==> src/rtl/fetch_unit.sv <==
// fetch_unit: PC sequencing and instruction fetch over a req/rvalid handshake
module fetch_unit #(
    parameter logic [31:0] RESET_PC = 32'h0000_0000,
    parameter logic [31:0] NOP_INSN = 32'h0000_0013
) (
    input  logic        clk_i,
    input  logic        rst_i,
    input  logic [2:0]  pc_next_sel_i,
    input  logic [31:0] pc_next_off_i,
    input  logic [2:0]  pc_isize_i,
    input  logic [31:0] rs1_data_i,
    input  logic        cond_i,
    output logic        imem_req_o,
    output logic [31:0] imem_addr_o,
    input  logic        imem_rvalid_i,
    input  logic [31:0] imem_rdata_i,
    output logic [31:0] pc_o,
    output logic [31:0] pc_data_o,
    output logic        instr_valid_o,
    output logic        halted_o,
    output logic [31:0] instret_o
);
    localparam logic [1:0] ST_RESET = 2'd0, ST_FETCH = 2'd1, ST_EXEC = 2'd2, ST_HALT = 2'd3;
    localparam logic [2:0] SEL_PC_IMM = 3'd2, SEL_RS1_IMM = 3'd3, SEL_COND = 3'd4;
    logic [1:0]  r_state;
    logic [31:0] r_pc, r_data, r_instret;
    logic        r_valid, r_halted;
    logic [31:0] w_seq, w_rel, w_jmp, w_target;
    logic        w_commit;
    assign w_seq    = r_pc + {29'd0, pc_isize_i};
    assign w_rel    = r_pc + pc_next_off_i;
    assign w_jmp    = (rs1_data_i + pc_next_off_i) & ~32'h1;
    assign w_target = pc_next_sel_i == SEL_PC_IMM  ? w_rel :
                      pc_next_sel_i == SEL_RS1_IMM ? w_jmp :
                      pc_next_sel_i == SEL_COND    ? (cond_i ? w_rel : w_seq) : w_seq;
    // selects 5-7 fall through as STALL
    assign w_commit = r_state == ST_EXEC && pc_next_sel_i != 3'd0 && pc_next_sel_i <= SEL_COND;
    always_ff @(posedge clk_i) begin
        if (rst_i) begin
            r_state   <= ST_RESET;
            r_pc      <= RESET_PC;
            r_data    <= NOP_INSN;
            r_valid   <= 1'b0;
            r_halted  <= 1'b0;
            r_instret <= 32'd0;
        end else begin
            case (r_state)
                ST_RESET: r_state <= ST_FETCH;
                ST_FETCH: if (imem_rvalid_i) begin
                    r_data  <= imem_rdata_i;
                    r_valid <= 1'b1;
                    r_state <= ST_EXEC;
                end
                ST_EXEC: if (w_commit) begin
                    r_pc      <= w_target;
                    r_instret <= r_instret + 32'd1;
                    r_valid   <= 1'b0;
                    r_data    <= NOP_INSN;
                    r_state   <= w_target[1:0] == 2'b00 ? ST_FETCH : ST_HALT;
                    r_halted  <= w_target[1:0] != 2'b00;
                end
                default: ;
            endcase
        end
    end
    assign imem_req_o    = r_state == ST_FETCH;
    assign imem_addr_o   = r_pc;
    assign pc_o          = r_pc;
    assign pc_data_o     = r_data;
    assign instr_valid_o = r_valid;
    assign halted_o      = r_halted;
    assign instret_o     = r_instret;
endmodule

==> config.mk <==
export PLATFORM = sky130hd
export DESIGN_NAME = fetch_unit
export DESIGN_NICKNAME = d
export VERILOG_FILES = /design/src/rtl/fetch_unit.sv
export SDC_FILE = /design/constraint.sdc
export NUM_CORES = 1
export LEC_CHECK = 0
export CORE_ASPECT_RATIO = 2
export CORE_UTILIZATION = 54
export CTS_BUF_LIST = sky130_fd_sc_hd__clkbuf_16
export DETAILED_ROUTE_END_ITERATION = 16
export GPL_TIMING_DRIVEN = 0
export MAX_ROUTING_LAYER = met4
export PLACE_DENSITY = 0.95
export SLEW_MARGIN = 15
export SYNTH_ARGS = -nofsm -noshare
export SYNTH_HDL_FRONTEND = slang
export SYNTH_SLANG_ARGS = --single-unit
==> constraint.sdc <==
create_clock -name clk_i -period 5.4 [get_ports clk_i]
set_input_delay 1.35 -clock clk_i [delete_from_list [all_inputs] [get_ports clk_i]]
set_output_delay 1.35 -clock clk_i [all_outputs]
set_load 0.02 [all_outputs]
Word-level counts from Yosys, hierarchy flattened

Cells that the tools add are included.

Bits in registers: 100
Output and inout bits: 131

Add/subtract/negate cells: 4
Magnitude comparators: 1
Mux-type cells: 14
Reductions and logical operators: 11
Equal/unequal tests: 7

Operator list:

| cell                    | count |
|---|---|
| $mux W32                | 6 |
| $add A32 B32 Y32        | 2 |
| $pmux W32 S2            | 1 |
| $add A32 B1 Y32 const B | 1 |
| $add A32 B3 Y32         | 1 |
| $eq A3 B2 Y1 const B    | 2 |
| $mux W2                 | 3 |
| $pmux W2 S3             | 1 |
| $reduce_and A3 Y1       | 2 |
| $reduce_bool A3 Y1      | 2 |
| $logic_not A2 Y1        | 2 |
| $reduce_bool A2 Y1      | 2 |
| $eq A3 B3 Y1 const B    | 1 |
| $le A3 B3 Y1 const B    | 1 |
| $eq A2 B1 Y1 const B    | 1 |
| $eq A2 B2 Y1 const B    | 1 |
| $logic_and A1 B1 Y1     | 2 |
| $mux W1                 | 2 |
| $ne A2 B1 Y1 const B    | 1 |
| $ne A2 B2 Y1 const B    | 1 |
| $pmux W1 S2             | 1 |
| $reduce_and A2 Y1       | 1 |

Logic depth before layout (Yosys ltp)

Gate-level depths: netlist of run 1.

Depth after elaboration: 9
Depth in mapped cells: 12
Gate-level depth less buffers: 12

Worst setup path after synthesis of run 1

Ideal clock, no wire load.

Path type: input port to flip-flop
Start: input port pc_next_off_i[0]
End: register r_pc[26], in the netlist imem_addr_o[26]
Stages on the path: 11
Slack: 1695 ps
Arrival time: 3573 ps
Data required time: 5268 ps
Path through: ha_1 -> fa_1 -> a211oi_2 -> o211ai_1 -> a221oi_2 -> o21ai_2 -> a31oi_1 -> o21ai_1 -> xor2_1 -> o21ai_0 -> a211oi_1

Word-level cells in the longest chain between the ends: 5
Elaborated cells on any way between the ends: 6
Those cells by class: add/sub (2); mux (4)

Ends and longest elaborated chain:

| item                   | line | text |
|---|---|---|
| start: declaration     | 9    | `input logic [31:0] pc_next_off_i,` |
| $add A32 B32 Y32       | 31   | `assign w_rel = r_pc + pc_next_off_i;` |
| $mux W32 (2 in a row)  | 35   | `pc_next_sel_i == SEL_COND ? (cond_i ? w_rel : w_seq) : w_seq;` |
| $mux W32               | 34   | `pc_next_sel_i == SEL_RS1_IMM ? w_jmp :` |
| $mux W32 *             | 33   | `assign w_target = pc_next_sel_i == SEL_PC_IMM ? w_rel :` |
| end signal: assignment | 55   | `r_pc <= w_target;` |
| end: declaration       | 26   | `logic [31:0] r_pc, r_data, r_instret;` |

Every way passes the cells marked *; elsewhere a longest branch is shown, timed or not.
A chain may end at the register's enable or synchronous reset.

Worst setup path in the final report of run 1

Start: input port pc_next_off_i[1]
End: register r_pc[24], in the netlist imem_addr_o[24]

The elaborated chain is that of the path after synthesis.

==> summary.md, run 1 <==
| Metric | Value |
|---|---|
| CTS tree | built |
| Fill cell count | 1224 |
| Global-route wire length before repair | 49000 um |
| Gr usage total | 38.8% |
| Async S/R FF share, synth | 0% |
| CTS H-Tree Depth | 3 |
| DRT Pass-1 Iters | 6 |
| Final #Nets | 1566 |
| WL final | 31500 um |
| RSZ-0062 raised after global routing | no |
| Layout cells sized above 1 | 5.60% |
| R2r endpoint | imem_addr_o[26]$_SDFFE_PP0P_ |
| Synth warn | 0 |
| GP Congestion | 0.999 |
| Clock Latency Late Sink | 0.37 ns |
| Fmax | 208 MHz |
| Area growth syn-to-layout | 33.4% |
| Final Skew | 0.0146 ns |
| Min-delay src | pc_data_o[13]$_SDFFE_PP0P_ |
| Vias/cell | 6.19 |
| Worst setup path end | imem_addr_o[24]$_SDFFE_PP0P_ |
| Setup TNS | 0 ns |
| Global route overflow | 0 |
| Finished Cell Area | 11500 um^2 |
| Final-report max-slew violation count | 0 |
| Flop pwr share | 36.0% |
| Post-synth EDFFs | 0 |
| Minimum clock period | 4.82 ns |
| Die width | 91.4 um |
| CTS Buf Count | 9 |
| ANT nets after route | 0 |
| Die height | 181 um |
| Starting density of the core | 55.0% |
| DRT iter0 DRCs | 619 |
| Sw power | 811 uW |
| Postcts setup bufs | 0 |
| I/O Pins | 237 |
| WL per Instance | 19.7 um |
| DR WL met3 | 2040 um |
| DR top layer | met4 |
| # hold bufs at CTS | 0 |
| Power per cell area | 194 nW/um^2 |
| Critical Path Sink Type | flip-flop |
| CTS sink cnt | 100 |
| Static leakage | 4.54 nW |
| WL met1 | 10400 um |
| Row count | 65 |
| Flop-to-flop setup slack | 2.13 ns |
| Status | complete, no violations |
| Internal power | 1.43 mW |
| DRC violations left | 0 |
| Register area share after synthesis | 23.2% |
| Total power | 2.24 mW |
| Setup-failing EPs final | 0 |
| Clock share of power | 30.2% |
| Critical Path Start | pc_next_off_i[1] |
| Worst-path clk slew | 0.08 ns |
| Synth Instances | 1143 |
| Worst-margin pin slew | 0.984 ns |
| Dpl hpwl | 24600 um |
| Critical path required time | 5.66 ns |
| Slew headroom | 33.6% |
| Startpoint Class | input pin |
| Vias in the first global route | 10.0k |
| Worst Hold Class | flip-flop to flip-flop |
| Die area | 16500 um^2 |
| Area fraction of the dominant cell type after synthesis | 23.2% |
| Crit Path Class | input pin to flip-flop |
| CTS Buffer Depth | 2 |
| Core Region | 15700 um^2 |
| Diodes inserted | 0 |
| Routed length on met2 | 16500 um |
| Final hold violation count | 0 |
| Synth top cells by count | 136 x nor2_1, 126 x a21oi_1, 100 x dfxtp_1 |
| Post-Synthesis Net Count | 1321 |
| Largest net degree at the start of global routing | 20 |
| Origin of the critical flop-to-flop path | imem_addr_o[0]$_SDFFE_PP0P_ |
| Reg2Reg Depth | 11 |
| Peak VDD IR | 0.225 mV |
| Worst-path fanout max | 4 |
| Flops & latches, synth | 100 |
| Maxcap violations | 0 |
| Most common cell in the synthesized netlist | nor2_1 |
| Vias | 9869 |
| Syn_area_per_cell | 7.56 um^2 |
| Post-synth top area cell | dfxtp_1 |
| Comb power frac | 33.8% |
| CTS resizes | 0 |
| Synth Flop Type | dfxtp_1 |
| Final Cycle Share | 89.2% |
| Buffers added on ports | 234 |
| Sw frac | 36.2% |
| CTS Root Cell | clkbuf_16 |
| Initial antenna violation count | 0 |
| Synth unique cells | 74 |
| Cell Area, Synth | 8640 um^2 |
| Area after DPL | 11200 um^2 |
| Synth top area cells | dfxtp_1 23%, ha_1 10%, a21oi_1 7.3%, nor2_1 5.9%, xor2_1 5.9% |
| Worst EP arrival | 5.07 ns |
-- per-layer routing --
metal | GRT usage (%) | vias up
met5 | - | -
met4 | 28.5 | 0
met3 | 6.90 | 189
met2 | 70.9 | 489
met1 | 34.8 | 4559
li1 | - | 4632
-- worst min-delay path by stage --
stage,to,cells past startpoint
after floorplan,r_state[1]$_SDFFE_PP0P_,2
after detailed placement,pc_data_o[13]$_SDFFE_PP0P_,2
final,pc_data_o[13]$_SDFFE_PP0P_,2
after global routing,pc_data_o[3]$_SDFFE_PP0P_,2
after CTS,pc_data_o[13]$_SDFFE_PP0P_,2
after global placement,instr_valid_o$_SDFFE_PP0P_,2
-- layout make-up --
cell class	instances	area (um^2)	area share (%)
multi-input combinational	938	6110	53.0
inverter	19	71.3	0.619
timing repair buffer	234	2340	20.3
clock inverter	7	68.8	0.597
sequential	100	2000	17.4
tap	201	251	2.18
clock buffer	9	225	1.95
buffer	86	452	3.92
-- registers in the layout, summed over array words and instances, names as in the netlist --
name and cells:
instret_o 32, pc_data_o 32, r_state 2, instr_valid_o 1, halted_o 1, imem_addr_o 32
-- power groups by stage --
| stage | Sequential (mW) | Clock, mW | Combinational, mW |
|---|---|---|---|
| 2_1_floorplan | 0.863 | 0 | 0.397 |
| 3_3_place_gp | 0.820 | 0 | 0.724 |
| 3_5_place_dp | 0.822 | 0 | 0.738 |
| 4_1_cts | 0.805 | 0.668 | 0.743 |
| 5_1_grt | 0.811 | 0.700 | 0.812 |
| 6_report | 0.806 | 0.676 | 0.756 |
-- cell usage in the layout, fill, tap and decap left out, types with 20 or more instances in the layout --
cell	Yosys	final
clkdlybuf4s50_1	0	234
nor2_1	136	136
a21oi_1	126	126
dfxtp_1	100	100
nand2_1	93	93
ha_1	69	69
xor2_1	58	58
o21ai_0	57	57
xnor2_1	53	53
clkbuf_1	46	46
nand3_1	34	34
a21o_1	34	34
buf_4	32	32
nor3b_1	31	31
nand4_1	30	30
nor3_1	24	24
inv_1	19	20
-- kinds of logic (layout without fill, tap and decap cells) --
kind of cell | Yosys count | in the layout | share of synthesized area (%)
AO/OA/AOI/OAI | 342 | 342 | 25.2
XOR/XNOR | 111 | 111 | 11.3
adder cells (fa/ha/maj) | 72 | 72 | 10.7
buffers and inverters | 105 | 355 | 6.06
flip-flops | 100 | 100 | 23.2
multiplexers | 3 | 3 | 0.348
AND/OR/NAND/NOR | 410 | 410 | 23.2
-- worst max-delay path, stage by stage --
cell and delay [ns]:
clkdlybuf4s50_1 0.63, inv_1 0.11, fa_1 0.45, nand2b_1 0.18, a21oi_1 0.24, o31a_1 0.21, o21ai_1 0.15, o41ai_1 0.82
a2111oi_0 0.26, nor2_1 0.19, xnor2_1 0.15, o41ai_1 0.32
-- through the flow --
step	utilization [%]	worst slack [ns]	hold slack, ns	cells
global placement	71.6	0.502	0.464	1578
global route	73.4	0.616	0.531	1594
detailed placement	71.6	0.470	0.479	1578
finish	73.4	0.585	0.499	1594
CTS	73.4	0.798	0.499	1594
floorplan	-	1.69	0.487	1143
No activity file was read; power rests on OpenSTA's default activity.
==> run 2, diff against run 1 <==
CTS_CLUSTER_SIZE = 8   (was default)
SETUP_SLACK_MARGIN = 0.1   (was default)
==> results of run 2 <==
Same layout as run 1: the final DEF is identical, and so are final timing and power.
==> run 3, diff against run 2 <==
CORE_UTILIZATION = 71   (was 54)
DONT_BUFFER_PORTS = 1   (was default)
==> summary.md, run 3 (synthesized netlist as in run 1, its figures left out) <==
| Metric | Value |
|---|---|
| Final #Nets | 1332 (-15%) |
| CTS H-Tree Depth | 3 (unchanged) |
| GP Congestion | 1.08 (+8.4%) |
| Comb power frac | 26.3% (-7.5 points) |
| Fmax | 244 MHz (+18%) |
| Setup TNS | 0 ns (unchanged) |
| Non-filler cells, final | 1305 (-18%) |
| Sw power | 794 uW (-2.1%) |
| Vias in the first global route | 9233 (-7.9%) |
| Starting density of the core | 73.4% (+18 points) |
| CP max stage cell | xnor2_1 |
| Postcts setup bufs | 0 (unchanged) |
| Minimum clock period | 4.09 ns (-0.725 ns) |
| Power per cell area | 229 nW/um^2 (+18%) |
| Crit-path leading delay family | compound AO/OA/AOI/OAI gates |
| Gr usage total | 51.6% (+13 points) |
| Area growth syn-to-layout | 5.65% |
| Critical path required time | 5.71 ns (+0.05 ns) |
| Initial antenna violation count | 1 (+1) |
| WL final | 31100 um (-1.1%) |
| Largest net degree at the start of global routing | 21 (+5.0%) |
| Buf/Inv on CP | 0 (-2) |
| Maxcap violations | 0 (unchanged) |
| Commonest non-fill, non-tap cells in the layout | 136 x nor2_1, 126 x a21oi_1, 100 x dfxtp_1 |
| Commonest non-fill, non-tap cell in the layout | nor2_1 |
| Layout cells sized above 1 | 6.82% (+1.2 points) |
| Cell repeated most along the worst path | o21ai_0 |
| Final Cycle Share | 75.7% (-13 points) |
| WL per Instance | 23.9 um (+21%) |
| Setup ws final | 1.31 ns (+0.725 ns) |
| # hold bufs at CTS | 0 (unchanged) |
| Die width | 80.0 um (-13%) |
| CTS Buffer Depth | 2 (unchanged) |
| Flop pwr share | 41.1% (+5.1 points) |
| Global-route wire length before repair | 47100 um (-3.9%) |
| Dpl hpwl | 23700 um (-3.5%) |
| Row count | 56 (-14%) |
| Min-delay src | r_state[1]$_SDFFE_PP0P_ |
| Total power | 2.09 mW (-6.5%) |
| CTS Root Cell | clkbuf_16 |
| Slew headroom | 29.5% (-4.1 points) |
| CTS Buf Count | 9 (unchanged) |
| Area after DPL | 8820 um^2 (-21%) |
| Peak VDD IR | 0.195 mV (-14%) |
| Critical Path Start | pc_next_off_i[2] |
| Status | complete, no violations |
| DRT iter0 DRCs | 749 (+21%) |
| Setup-failing EPs final | 0 (unchanged) |
| Finished Cell Area | 9130 um^2 (-21%) |
| Hold_ws | 0.531 ns (+0.0321 ns) |
| DRC violations left | 0 (unchanged) |
| Critical-path cell list | ha_1 -> nand4_1 -> a211o_1 -> a21oi_1 -> o21ai_0 -> o21ai_0 -> a21boi_0 -> xnor2_1 -> o221ai_1 -> nand2_1 |
| Clock Latency Late Sink | 0.38 ns (about the same) |
| Static leakage | 3.68 nW (-19%) |
| Worst EP arrival | 4.40 ns (-0.67 ns) |
| Final-report max-slew violation count | 0 (unchanged) |
| Dpl ws | 1.14 ns (+0.667 ns) |
| Final hold violation count | 0 (unchanged) |
| Final Skew | 0.0171 ns (+0.00243 ns) |
| CTS resizes | 0 (unchanged) |
| DRT Pass-1 Iters | 7 (+1) |
| RSZ-0062 raised after global routing | no |
| Die height | 158 um (-13%) |
| Highest cell delay on the worst timing path | 0.53 ns (-0.29 ns) |
| CTS tree | built |
| Vias/cell | 7.18 (+16%) |
| Clock share of power | 32.6% (+2.4 points) |
| Worst-path clk slew | 0.08 ns (about the same) |
| Origin of the critical flop-to-flop path | imem_addr_o[0]$_SDFFE_PP0P_ |
| Worst-path fanout max | 4 (unchanged) |
| Core Region | 11800 um^2 (-25%) |
| Worst-margin pin slew | 1.05 ns (+0.0688 ns) |
| ANT nets after route | 0 (unchanged) |
| Final core utilization | 77.5% (+4.1 points) |
| Startpoint Class | input pin |
| Internal power | 1.30 mW (-9.0%) |
| Sw frac | 37.9% (+1.7 points) |
| Global route overflow | 0 (unchanged) |
| CTS sink cnt | 100 (unchanged) |
| I/O Pins | 237 (unchanged) |
| Placed cells | 1288 (-18%) |
| Critical Path Sink Type | flip-flop |
| Crit Path Class | input pin to flip-flop |
| Buffers added on ports | 0 (-100%) |
| Vias | 9370 (-5.1%) |
| Die area | 12600 um^2 (-24%) |
| Worst Hold Class | flip-flop to flip-flop |
[run 3: cell types whose count changed in the layout (fill, tap and decap cells not counted), sizes merged]
cell	previous run	this run
clkdlybuf4s50	234	0
clkinv	1	4
inv	25	22
diode	0	1
[run 3: power by group through the flow]
stage / clock network, mW / registers [mW] / logic (mW)
6_report: 0.682 / 0.859 / 0.551
3_5_place_dp: 0 / 0.875 / 0.523
3_3_place_gp: 0 / 0.873 / 0.510
5_1_grt: 0.699 / 0.865 / 0.598
2_1_floorplan: 0 / 0.863 / 0.397
4_1_cts: 0.671 / 0.857 / 0.528
[run 3: cell type report]
type	count	area, um^2
Multi-Input combinational cell	938	6110
Inverter	19	71.3
Antenna cell	1	2.50
Sequential cell	100	2000
Clock buffer	9	225
Buffer	86	452
Fill cell	921	2650
Clock inverter	7	78.8
Tap cell	145	181
[run 3: metal layers]
| layer | share of wire (%) | wire length [um] | vias to the layer above | global-route usage [%] |
|---|---|---|---|---|
| met5 | 0 | 0 | - | - |
| met4 | 11 | 3500 | 0 | 49.3 |
| met3 | 10 | 3200 | 276 | 19.5 |
| met2 | 49 | 15200 | 640 | 83.9 |
| met1 | 30 | 9210 | 4302 | 44.1 |
| li1 | - | - | 4152 | - |
[run 3: path summary, 6_finish.rpt]
check / slack [ns] / endpoint / cells past startpoint
worst min register to register: 0.53 / r_state[1]$_SDFFE_PP0P_ / 2
worst max-delay path: 1.31 / imem_addr_o[15]$_SDFFE_PP0P_ / 10
worst min-delay path: 0.53 / r_state[1]$_SDFFE_PP0P_ / 2
worst max register to register: 1.82 / imem_addr_o[26]$_SDFFE_PP0P_ / 11
[run 3: worst reg2reg max path, stage by stage (launching register included)]
cell	delay, ns
dfxtp_1	0.42
ha_1	0.29
fa_1	0.46
a211oi_2	0.28
o211ai_1	0.27
a221oi_2	0.62
o21ai_2	0.18
a31oi_1	0.34
o21ai_1	0.11
xor2_1	0.20
o21ai_0	0.11
a211oi_1	0.19
